File: src/rtl/reaction_pkg.sv
// Shared types and constants for the reaction-timer sequencing controller.
package reaction_pkg;

  typedef enum logic [2:0] {
    ST_IDLE    = 3'd0,
    ST_WAIT    = 3'd1,
    ST_TIMING  = 3'd2,
    ST_DONE    = 3'd3,
    ST_EARLY   = 3'd4,
    ST_TIMEOUT = 3'd5
  } state_t;

  localparam logic [15:0] BCD_MAX   = 16'h9999;
  // Fibonacci taps 16,14,13,11 mapped onto bits 15,13,12,10
  localparam logic [15:0] LFSR_TAPS = 16'hB400;

  function automatic logic [15:0] lfsr_next(input logic [15:0] v);
    return {v[14:0], ^(v & LFSR_TAPS)};
  endfunction

endpackage

File: src/rtl/ms_tick_gen.sv
// Millisecond prescaler; restart marks the current cycle as count 0.
module ms_tick_gen #(
  parameter int unsigned TICK_DIV = 100000
) (
  input  logic clk,
  input  logic rst,
  input  logic restart,
  output logic tick
);

  localparam int unsigned W = (TICK_DIV > 1) ? $clog2(TICK_DIV) : 1;

  logic [W-1:0] cnt;
  logic [W-1:0] cnt_eff;

  // restart is high in the first cycle of a state, so that cycle counts as 0
  assign cnt_eff = restart ? '0 : cnt;
  assign tick    = (cnt_eff == W'(TICK_DIV - 1));

  always_ff @(posedge clk or posedge rst) begin
    if (rst) begin
      cnt <= '0;
    end else begin
      cnt <= tick ? '0 : cnt_eff + 1'b1;
    end
  end

endmodule

File: src/rtl/reaction_ctrl.sv
// Round sequencer for the reaction timer: button sync, random delay,
// ms timebase hookup, BCD counter control and best-time tracking.
module reaction_ctrl
  import reaction_pkg::*;
#(
  parameter int unsigned TICK_DIV    = 100000,
  parameter int unsigned MIN_WAIT_MS = 1000,
  parameter int unsigned RAND_BITS   = 11,
  parameter logic [15:0] LFSR_SEED   = 16'hACE1
) (
  input  logic        clk,
  input  logic        rst,
  input  logic        button,
  input  logic [15:0] count_bcd,
  output logic        cnt_clr,
  output logic        cnt_en,
  output logic        stim_led,
  output logic        early_flag,
  output logic        timeout_flag,
  output logic        result_valid,
  output logic [15:0] best_bcd,
  output logic [2:0]  state_o
);

  localparam int unsigned DELAY_NEED = $clog2(MIN_WAIT_MS + (1 << RAND_BITS) + 1);
  localparam int unsigned DELAY_W    = (DELAY_NEED > 14) ? DELAY_NEED : 14;

  state_t             state;
  logic [1:0]         sync;
  logic               sync_prev;
  logic               press;
  logic [15:0]        lfsr;
  logic [DELAY_W-1:0] delay;
  logic               entry;
  logic               tick;

  ms_tick_gen #(.TICK_DIV(TICK_DIV)) u_tick (
    .clk     (clk),
    .rst     (rst),
    .restart (entry),
    .tick    (tick)
  );

  assign state_o = state;

  always_ff @(posedge clk or posedge rst) begin
    if (rst) begin
      sync      <= '0;
      sync_prev <= 1'b0;
      press     <= 1'b0;
      lfsr      <= LFSR_SEED;
    end else begin
      sync      <= {sync[0], button};
      sync_prev <= sync[1];
      press     <= sync[1] & ~sync_prev;
      lfsr      <= lfsr_next(lfsr);
    end
  end

  always_ff @(posedge clk or posedge rst) begin
    if (rst) begin
      state        <= ST_IDLE;
      cnt_clr      <= 1'b0;
      cnt_en       <= 1'b0;
      stim_led     <= 1'b0;
      early_flag   <= 1'b0;
      timeout_flag <= 1'b0;
      result_valid <= 1'b0;
      best_bcd     <= BCD_MAX;
      delay        <= '0;
      entry        <= 1'b0;
    end else begin
      cnt_clr <= 1'b0;
      cnt_en  <= 1'b0;
      entry   <= 1'b0;
      case (state)
        ST_IDLE: begin
          if (press) begin
            state   <= ST_WAIT;
            cnt_clr <= 1'b1;
            delay   <= DELAY_W'(MIN_WAIT_MS) + DELAY_W'(lfsr[RAND_BITS-1:0]);
            entry   <= 1'b1;
          end
        end
        ST_WAIT: begin
          if (press) begin
            state      <= ST_EARLY;
            early_flag <= 1'b1;
            entry      <= 1'b1;
          end else if (tick) begin
            delay <= delay - 1'b1;
            if (delay <= DELAY_W'(1)) begin
              state    <= ST_TIMING;
              stim_led <= 1'b1;
              entry    <= 1'b1;
            end
          end
        end
        ST_TIMING: begin
          if (press) begin
            state        <= ST_DONE;
            stim_led     <= 1'b0;
            result_valid <= 1'b1;
            entry        <= 1'b1;
          end else if (count_bcd == BCD_MAX) begin
            state        <= ST_TIMEOUT;
            stim_led     <= 1'b0;
            timeout_flag <= 1'b1;
            entry        <= 1'b1;
          end else begin
            cnt_en <= tick;
          end
        end
        ST_DONE, ST_EARLY, ST_TIMEOUT: begin
          // Compare on the first DONE cycle so a last in-flight increment is seen
          if (state == ST_DONE && entry && count_bcd < best_bcd) begin
            best_bcd <= count_bcd;
          end
          if (press) begin
            state        <= ST_IDLE;
            cnt_clr      <= 1'b1;
            early_flag   <= 1'b0;
            timeout_flag <= 1'b0;
            result_valid <= 1'b0;
            entry        <= 1'b1;
          end
        end
        default: begin
          state <= ST_IDLE;
        end
      endcase
    end
  end

endmodule
File: config.mk
export PLATFORM = sky130hd
export DESIGN_NAME = reaction_ctrl
export DESIGN_NICKNAME = d
export VERILOG_FILES = /design/src/rtl/reaction_pkg.sv /design/src/rtl/ms_tick_gen.sv /design/src/rtl/reaction_ctrl.sv
export SDC_FILE = /design/constraint.sdc
export NUM_CORES = 1
export LEC_CHECK = 0
export CORE_MARGIN = 1.5
export CORE_UTILIZATION = 32
export CTS_CLUSTER_SIZE = 14
export DETAILED_ROUTE_END_ITERATION = 6
export PLACE_DENSITY = 0.55
export SETUP_SLACK_MARGIN = 0.05
export SLEW_MARGIN = 20
export SYNTH_ARGS = -nofsm -noshare
export SYNTH_HDL_FRONTEND = slang
export SYNTH_SLANG_ARGS = --single-unit
export TNS_END_PERCENT = 100
File: constraint.sdc
create_clock -name clk -period 3.5 [get_ports clk]
set_input_delay 0.7 -clock clk [delete_from_list [all_inputs] [get_ports clk]]
set_output_delay 0.7 -clock clk [all_outputs]
set_load 0.01 [all_outputs]
==> results.md, run 1 <==
* GRT overflow at 0
* First-pass GRT wire length at 20.0 mm
* Fmax at 0.364 GHz
* Post-synth net total at 543
* Setup crit start kind: register
* Die Y at 122 um
* Hold_buf cts at 0
* Status: finished, final reports clean
* Worst-Margin Slew at 0.780 ns
* Static Leak at roughly 2.3 nW
* Hold_ws at 0.355 ns
* CTS-repair resized insts at 0
* Worst setup margin at 0.754 ns
* Syn avg cell area at approximately 9.0 sq um
* Post-Place Cell Area at 0.00523 sq mm
* Area of the core at around 0.014 sq mm
* Remaining DRCs at 0
* Most used DFF post-synth: dfrtp_1
* Vias per std cell at 5.59
* Wire length per cell at 16.3 um
* Reg2Reg Setup Slack at roughly 0.75 ns
* Nets at 583
* Crit path time final at 2.75 ns
* RSZ-0062 raised after global routing: false
* Setup repair bufs after CTS at 0
* # port buffers at 43
* Vias in the first global route at 4035
* Fillers at 1386
* Gr usage total at 17.0%
* Post-synthesis instance total at 505
* Detailed Route Iter0 Violations at 274
* Fin cells at 730
* Max cap viols at 0
* H-tree Lvls at 3
* 1st-pass router iterations at 5
* Post-DP HPWL at 8.00 mm
* Top Metal Used: met4
* Met2 routed wirelength at 5.54 mm
* Worst Skew at 0.00827 ns
* Initial Util at about a third
* Fin. max-slew vios at 0
* FFs w/ async S/R, synth at 100%
* Std-Cell Rows at 43
* Synth Warn # at 0
* Maximum vdd ir drop at roughly 0.00025 V
* Sink Count at 77
* Worst setup EP type: register
* Initial antenna violation count at 0
* Met1 wire length at 5.50 mm
* Clk pin slew, worst setup/hold paths at ~0.060 ns
* Pre-CTS setup slack at between 0.5 and 0.6 ns
* Final worst path period share at 78.5%
* Worst Hold Class: register to register
* Root buf cell: clkbuf_16
* Num CTS Buffers at 9
* P&R area growth vs syn at 21.5%
* Util after Layout at 39.8%
* CP Max Fanout at 8
* Via Count at 4080
* Gpl congestion at 0.844
* N_diodes at 0
* Critical path required time at ~3.7 ns
* Setup TNS Final at 0 ns
* TritonCTS clock tree: done
* Post-DRT Antenna Nets at 0
* Die footprint at between 0.01 and 0.015 sq mm
* Pin count of the biggest net entering global routing at 43
* Power Density at 570 mW/mm^2
* Clk_lat worst skew at ~0.34 ns
* Final hold vios at 0
* Clock buffer depth at 2
* CP arrival at 2.98 ns
* Io pins at between 40 and 50
* Seq/Total Area, Yosys at 42.9%
* Slew HR at between 40% and 50%
* WL final at roughly 12 mm
* Design area at around 0.0055 sq mm
* Post-synth EDFFs at 0
* Total power at 3.14 mW
* Placed insts at 714
* Count of cell types in the netlist at 59
* Final Setup Violations at 0
* Die X-Extent at 122 um
* DR WL met3 at 598 um
* Cell Area, Synth at ~0.0045 sq mm
* Synth Register Bits at 77
* Crit Path Class: register to register
* Share of layout cells above drive strength 1 at between 10 and 15%
-- sequential cells by signal, summed over array words and instances, names as in the netlist --
name          cells
entry             1
sync              2
cnt_clr           1
stim_led          1
cnt_en            1
timeout_flag      1
u_tick.cnt       17
press             1
result_valid      1
early_flag        1
best_bcd         16
lfsr             16
state_o           3
delay            14
sync_prev         1
-- cell usage in the layout, fill, tap and decap left out, drive strengths merged, types with 3 or more instances in the layout --
| master | Yosys | final |
|---|---|---|
| and3 | 3 | 3 |
| xor2 | 11 | 11 |
| nand2b | 8 | 8 |
| dfrtp | 61 | 61 |
| nor4bb | 4 | 4 |
| buf | 3 | 17 |
| or3 | 7 | 7 |
| or4 | 6 | 6 |
| clkdlybuf4s50 | 0 | 43 |
| a21oi | 15 | 15 |
| a22o | 5 | 5 |
| a2111oi | 3 | 3 |
| nand4 | 6 | 6 |
| dfstp | 16 | 16 |
| nor4 | 12 | 12 |
| nor2b | 7 | 7 |
| or2 | 3 | 3 |
| nor2 | 39 | 39 |
| inv | 26 | 26 |
| ha | 19 | 19 |
| clkinv | 0 | 3 |
| nand3 | 43 | 43 |
| o21ai | 18 | 18 |
| clkbuf | 28 | 11 |
| a22oi | 3 | 3 |
| o211ai | 20 | 20 |
| nand2 | 42 | 42 |
| xnor2 | 12 | 12 |
| o22ai | 10 | 10 |
| a221oi | 16 | 16 |
| nor3 | 28 | 28 |
-- Yosys cell counts (all sizes together) (2+ instances only) --
cell / count / area (sq um)
nor4bb: 4 / 40.0
a22o: 5 / 45.0
nand3b: 2 / 15.0
nand4b: 2 / 17.5
nand2b: 8 / 50.1
o2bb2ai: 2 / 17.5
a2bb2oi: 2 / 17.5
or4b: 2 / 20.0
or4: 6 / 48.8
nand2: 42 / 158
or2: 3 / 18.8
or3: 7 / 48.8
nand3: 43 / 215
nor3b: 2 / 15.0
dfstp: 16 / 420
buf: 3 / 17.5
ha: 19 / 238
a22oi: 3 / 22.5
or3b: 2 / 17.5
nor4: 12 / 90.1
xor2: 11 / 96.3
inv: 26 / 97.6
a21o: 2 / 15.0
a21oi: 15 / 75.1
nor2: 39 / 146
a2111oi: 3 / 26.3
nand4: 6 / 37.5
nor2b: 7 / 43.8
and3: 3 / 18.8
and4b: 2 / 20.0
nor3: 28 / 140
o21ai: 18 / 90.1
xnor2: 12 / 105
clkbuf: 28 / 106
dfrtp: 61 / 1530
o211ai: 20 / 150
o22ai: 10 / 62.6
a221oi: 16 / 140
-- metal layers --
metal,vias up,GRT usage [%]
li1,1943,-
met3,17,2.72
met2,128,26.8
met5,-,0
met1,1992,22.8
met4,0,7.92
-- where the power goes --
part | switching, mW | internal, mW
clock network | 0.386 | 0.519
logic | 0.593 | 0.454
registers | 0.148 | 1.04
-- worst paths after layout --
path                                to  cells after the start          start
max reg2reg                   delay[4]                      6  u_tick.cnt[8]
min in group asynchronous  best_bcd[9]                      2            rst
min reg2reg                    sync[1]                      0        sync[0]
min                            sync[1]                      0        sync[0]
max in group asynchronous      lfsr[0]                      3            rst
max                           delay[4]                      6  u_tick.cnt[8]
-- worst max-delay path, stage by stage, from the launching register on --
cell and delay, ns:
dfrtp_1 0.42, or4b_2 0.73, or4_4 0.58, nor4_4 0.32, buf_4 0.24, o22ai_1 0.08, a22o_2 0.26
-- kinds of logic after synthesis --
kind of cell	after synthesis	share of synthesized area, %
simple gates	223	26.1
fa+ha+maj	19	5.24
flops	77	42.9
compound gates	106	16.5
xor+xnor	23	4.44
buf+inv	57	4.88
-- cell type report --
class                           count  area [sq um]  area share, %
Clock buffer                       11           253           4.58
Clock inverter                      5          33.8          0.612
Inverter                           26          98.8           1.79
Multi-Input combinational cell    371          2380           43.1
Sequential cell                    77          1950           35.3
Tap cell                          180           225           4.08
Timing Repair Buffer               60           583           10.6
No activity file was read; power rests on OpenSTA's default activity.
==> run 2, diff against run 1 <==
--- a/config.mk
+++ b/config.mk
@@ -9,7 +9,7 @@
 export CORE_UTILIZATION = 32
 export CTS_CLUSTER_SIZE = 14
 export DETAILED_ROUTE_END_ITERATION = 6
-export PLACE_DENSITY = 0.55
+export PLACE_DENSITY = 0.57
 export SETUP_SLACK_MARGIN = 0.05
 export SLEW_MARGIN = 20
 export SYNTH_ARGS = -nofsm -noshare
==> constraint.sdc (replaced) <==
create_clock -name clk -period 2.5 [get_ports clk]
set_input_delay 0.5 -clock clk [delete_from_list [all_inputs] [get_ports clk]]
set_output_delay 0.5 -clock clk [all_outputs]
set_load 0.01 [all_outputs]
==> run 2 against run 1 <==
Against the previous run:
- die area is the same
- clock skew decreased by 0.0017 ns
- routed wire length increased by 2.0%
- total power is 46% higher
- sequential cell count is the same
- worst setup slack lost 0.70 ns
- sequential share of layout area down 2.1 points
- utilization grew 2.5 points
- design area up 6.2%
- register-to-register slack lost 0.70 ns
- first-iteration DRC count fell by 22%
- critical path type unchanged
- critical endpoint is now delay[13]
- largest power group is now combinational logic
- highest routed layer unchanged
==> results.md, run 2 (synthesis results as in run 1) <==
* Status: finished, final reports clean
* Clk_lat worst skew at 0.34 ns (about the same)
* Worst-Margin Slew at 0.731 ns (-0.0490 ns)
* CP Max Fanout at 3 (-5)
* TritonCTS clock tree: done
* Post-DRT Antenna Nets at 0 (unchanged)
* Die footprint at 0.0149 sq mm (unchanged)
* Worst Hold Class: register to register
* Remaining DRCs at 0 (unchanged)
* RSZ-0062 raised after global routing: true
* Final Setup Violations at 0 (unchanged)
* Crit Path Class: register to register
* Largest registers: u_tick.cnt (17), best_bcd (16), lfsr (16)
* Vias in the first global route at 4277 (+6.0%)
* First-pass GRT wire length at 20.5 mm (+2.6%)
* Crit-path cells: or4_4 > or4_4 > buf_4 > nor2_1 > or4b_1 > a21oi_2
* Worst Path Buf+Inv at 1 (unchanged)
* P&R area growth vs syn at 29.1%
* Io pins at 44 (unchanged)
* R2R depth at 6 (unchanged)
* # port buffers at 43 (unchanged)
* Crit path time final at 2.45 ns (-0.300 ns)
* Std-Cell Rows at 43 (unchanged)
* Hold path depth at 0 (unchanged)
* Slew HR at 50.0% (+3.4 points)
* Largest register by flop count: u_tick.cnt
* WL final at 12.1 mm (+2.0%)
* Sequential share of power at 35.4% (-2.5 points)
* Wire length per cell at 15.7 um (-3.4%)
* Clk pin slew, worst setup/hold paths at 0.06 ns (about the same)
* Commonest non-fill, non-tap cell in the layout: dfrtp_1
* Num CTS Buffers at 9 (unchanged)
* Root buf cell: clkbuf_16
* CP arrival at 2.72 ns (-0.26 ns)
* Most used cell, CP: or4_4
* Gpl congestion at 0.848 (+0.39%)
* Kind of cell adding the most delay to the critical path: simple AND/OR/NAND/NOR gates
* Most frequent cells in the layout: dfrtp_1, buf_4, nand3_1, clkdlybuf4s50_1, nand2_1
* Post-DP HPWL at 8.65 mm (+8.1%)
* Pre-CTS setup slack at -0.159 ns (-0.704 ns)
* Clock network fraction of total power at 26.6% (-2.2 points)
* Util after Layout at 42.2% (+2.5 points)
* Reg2Reg Setup Slack at 0.05 ns (-0.70 ns)
* Die Y at 122 um (unchanged)
* Max cap viols at 0 (unchanged)
* Gr usage total at 17.5% (+0.48 points)
* Power share of the combinational group at 37.9% (+4.6 points)
* Slowest stage delay, CP at 0.55 ns (-0.18 ns)
* Area of the core at 0.0139 sq mm (unchanged)
* WP depth at 6 (unchanged)
* 1st-pass router iterations at 5 (unchanged)
* Sink Count at 77 (unchanged)
* Maximum vdd ir drop at 0.000341 V (+38%)
* Critical path required time at 2.77 ns (-0.96 ns)
* Fillers at 1388 (+0.14%)
* Worst setup margin at 0.0535 ns (-0.700 ns)
* N_diodes at 0 (unchanged)
* Pint at 2.97 mW (+47%)
* Clock buffer depth at 2 (unchanged)
* Sw Share at 35.1% (-0.69 points)
* Setup TNS Final at 0 ns (unchanged)
* Fmax at 0.409 GHz (+12%)
* Vias per std cell at 5.39 (-3.5%)
* Die X-Extent at 122 um (unchanged)
* Max FFs per register at 17 (unchanged)
* H-tree Lvls at 3 (unchanged)
* Detailed Route Iter0 Violations at 215 (-22%)
* Nets at 624 (+7.0%)
* Initial antenna violation count at 0 (unchanged)
* Final hold vios at 0 (unchanged)
* NetSw at 1.61 mW (+43%)
* Share of layout cells above drive strength 1 at 17.9% (+6.8 points)
* Worst setup EP type: register
* Initial Util at 32.7% (unchanged)
* Via Count at 4159 (+1.9%)
* Power Density at 781 mW/mm^2 (+37%)
* Crit path max-delay cell type: or4_4
* Pin count of the biggest net entering global routing at 33 (-23%)
* Fin. max-slew vios at 0 (unchanged)
* GRT overflow at 0 (unchanged)
* Setup crit start kind: register
* Worst Skew at 0.00659 ns (-0.00167 ns)
* Final worst path period share at 97.9% (+19 points)
* Static Leak at 2.54 nW (+9.2%)
-- run 2: what timing repair did --
action,4_1_cts,5_1_grt
endpoints found under the hold margin,0,0
buffers inserted,1,0
resized for setup,1,4
setup endpoints to repair,6,2
pin swaps,1,1
hold buffers,0,0
-- run 2: worst paths after layout --
check,end,from
max,delay[13],u_tick.cnt[6]
min,sync[1],sync[0]
max reg2reg,delay[13],u_tick.cnt[6]
min reg2reg,sync[1],sync[0]
max in group asynchronous,best_bcd[4],rst
min in group asynchronous,best_bcd[1],rst
-- run 2: area by class of cell --
type / count / area, sq um / share of cell area, %
Timing Repair Buffer: 101 / 916 / 15.6
Clock inverter: 6 / 38.8 / 0.662
Tap cell: 180 / 225 / 3.84
Clock buffer: 10 / 239 / 4.08
Inverter: 26 / 98.8 / 1.69
Multi-Input combinational cell: 371 / 2400 / 40.9
Sequential cell: 77 / 1950 / 33.2
-- run 2: power groups by stage --
| stage | logic [mW] | clock network (mW) | registers (mW) |
|---|---|---|---|
| finish | 1.74 | 1.22 | 1.62 |
| global route | 1.91 | 1.32 | 1.65 |
| CTS | 1.73 | 1.25 | 1.62 |
| detailed placement | 1.72 | 0 | 1.63 |
| global placement | 1.69 | 0 | 1.63 |
| floorplan | 0.902 | 0 | 1.67 |
-- run 2: routing by layer --
| metal | GRT usage (%) | wire length (um) |
|---|---|---|
| met4 | 6.83 | 160 |
| met2 | 29.6 | 5960 |
| met3 | 3.79 | 596 |
| met5 | 0 | 0 |
| met1 | 21.7 | 5400 |
-- run 2: per-stage QoR --
step | total power [mW] | cell area (sq um) | hold WS [ns] | instances
global placement | 3.32 | 5560 | 0.338 | 754
floorplan | 2.57 | 4550 | 0.331 | 505
global route | 4.87 | 5860 | 0.381 | 771
CTS | 4.60 | 5850 | 0.362 | 771
finish | 4.58 | 5860 | 0.354 | 771
detailed placement | 3.35 | 5560 | 0.342 | 754
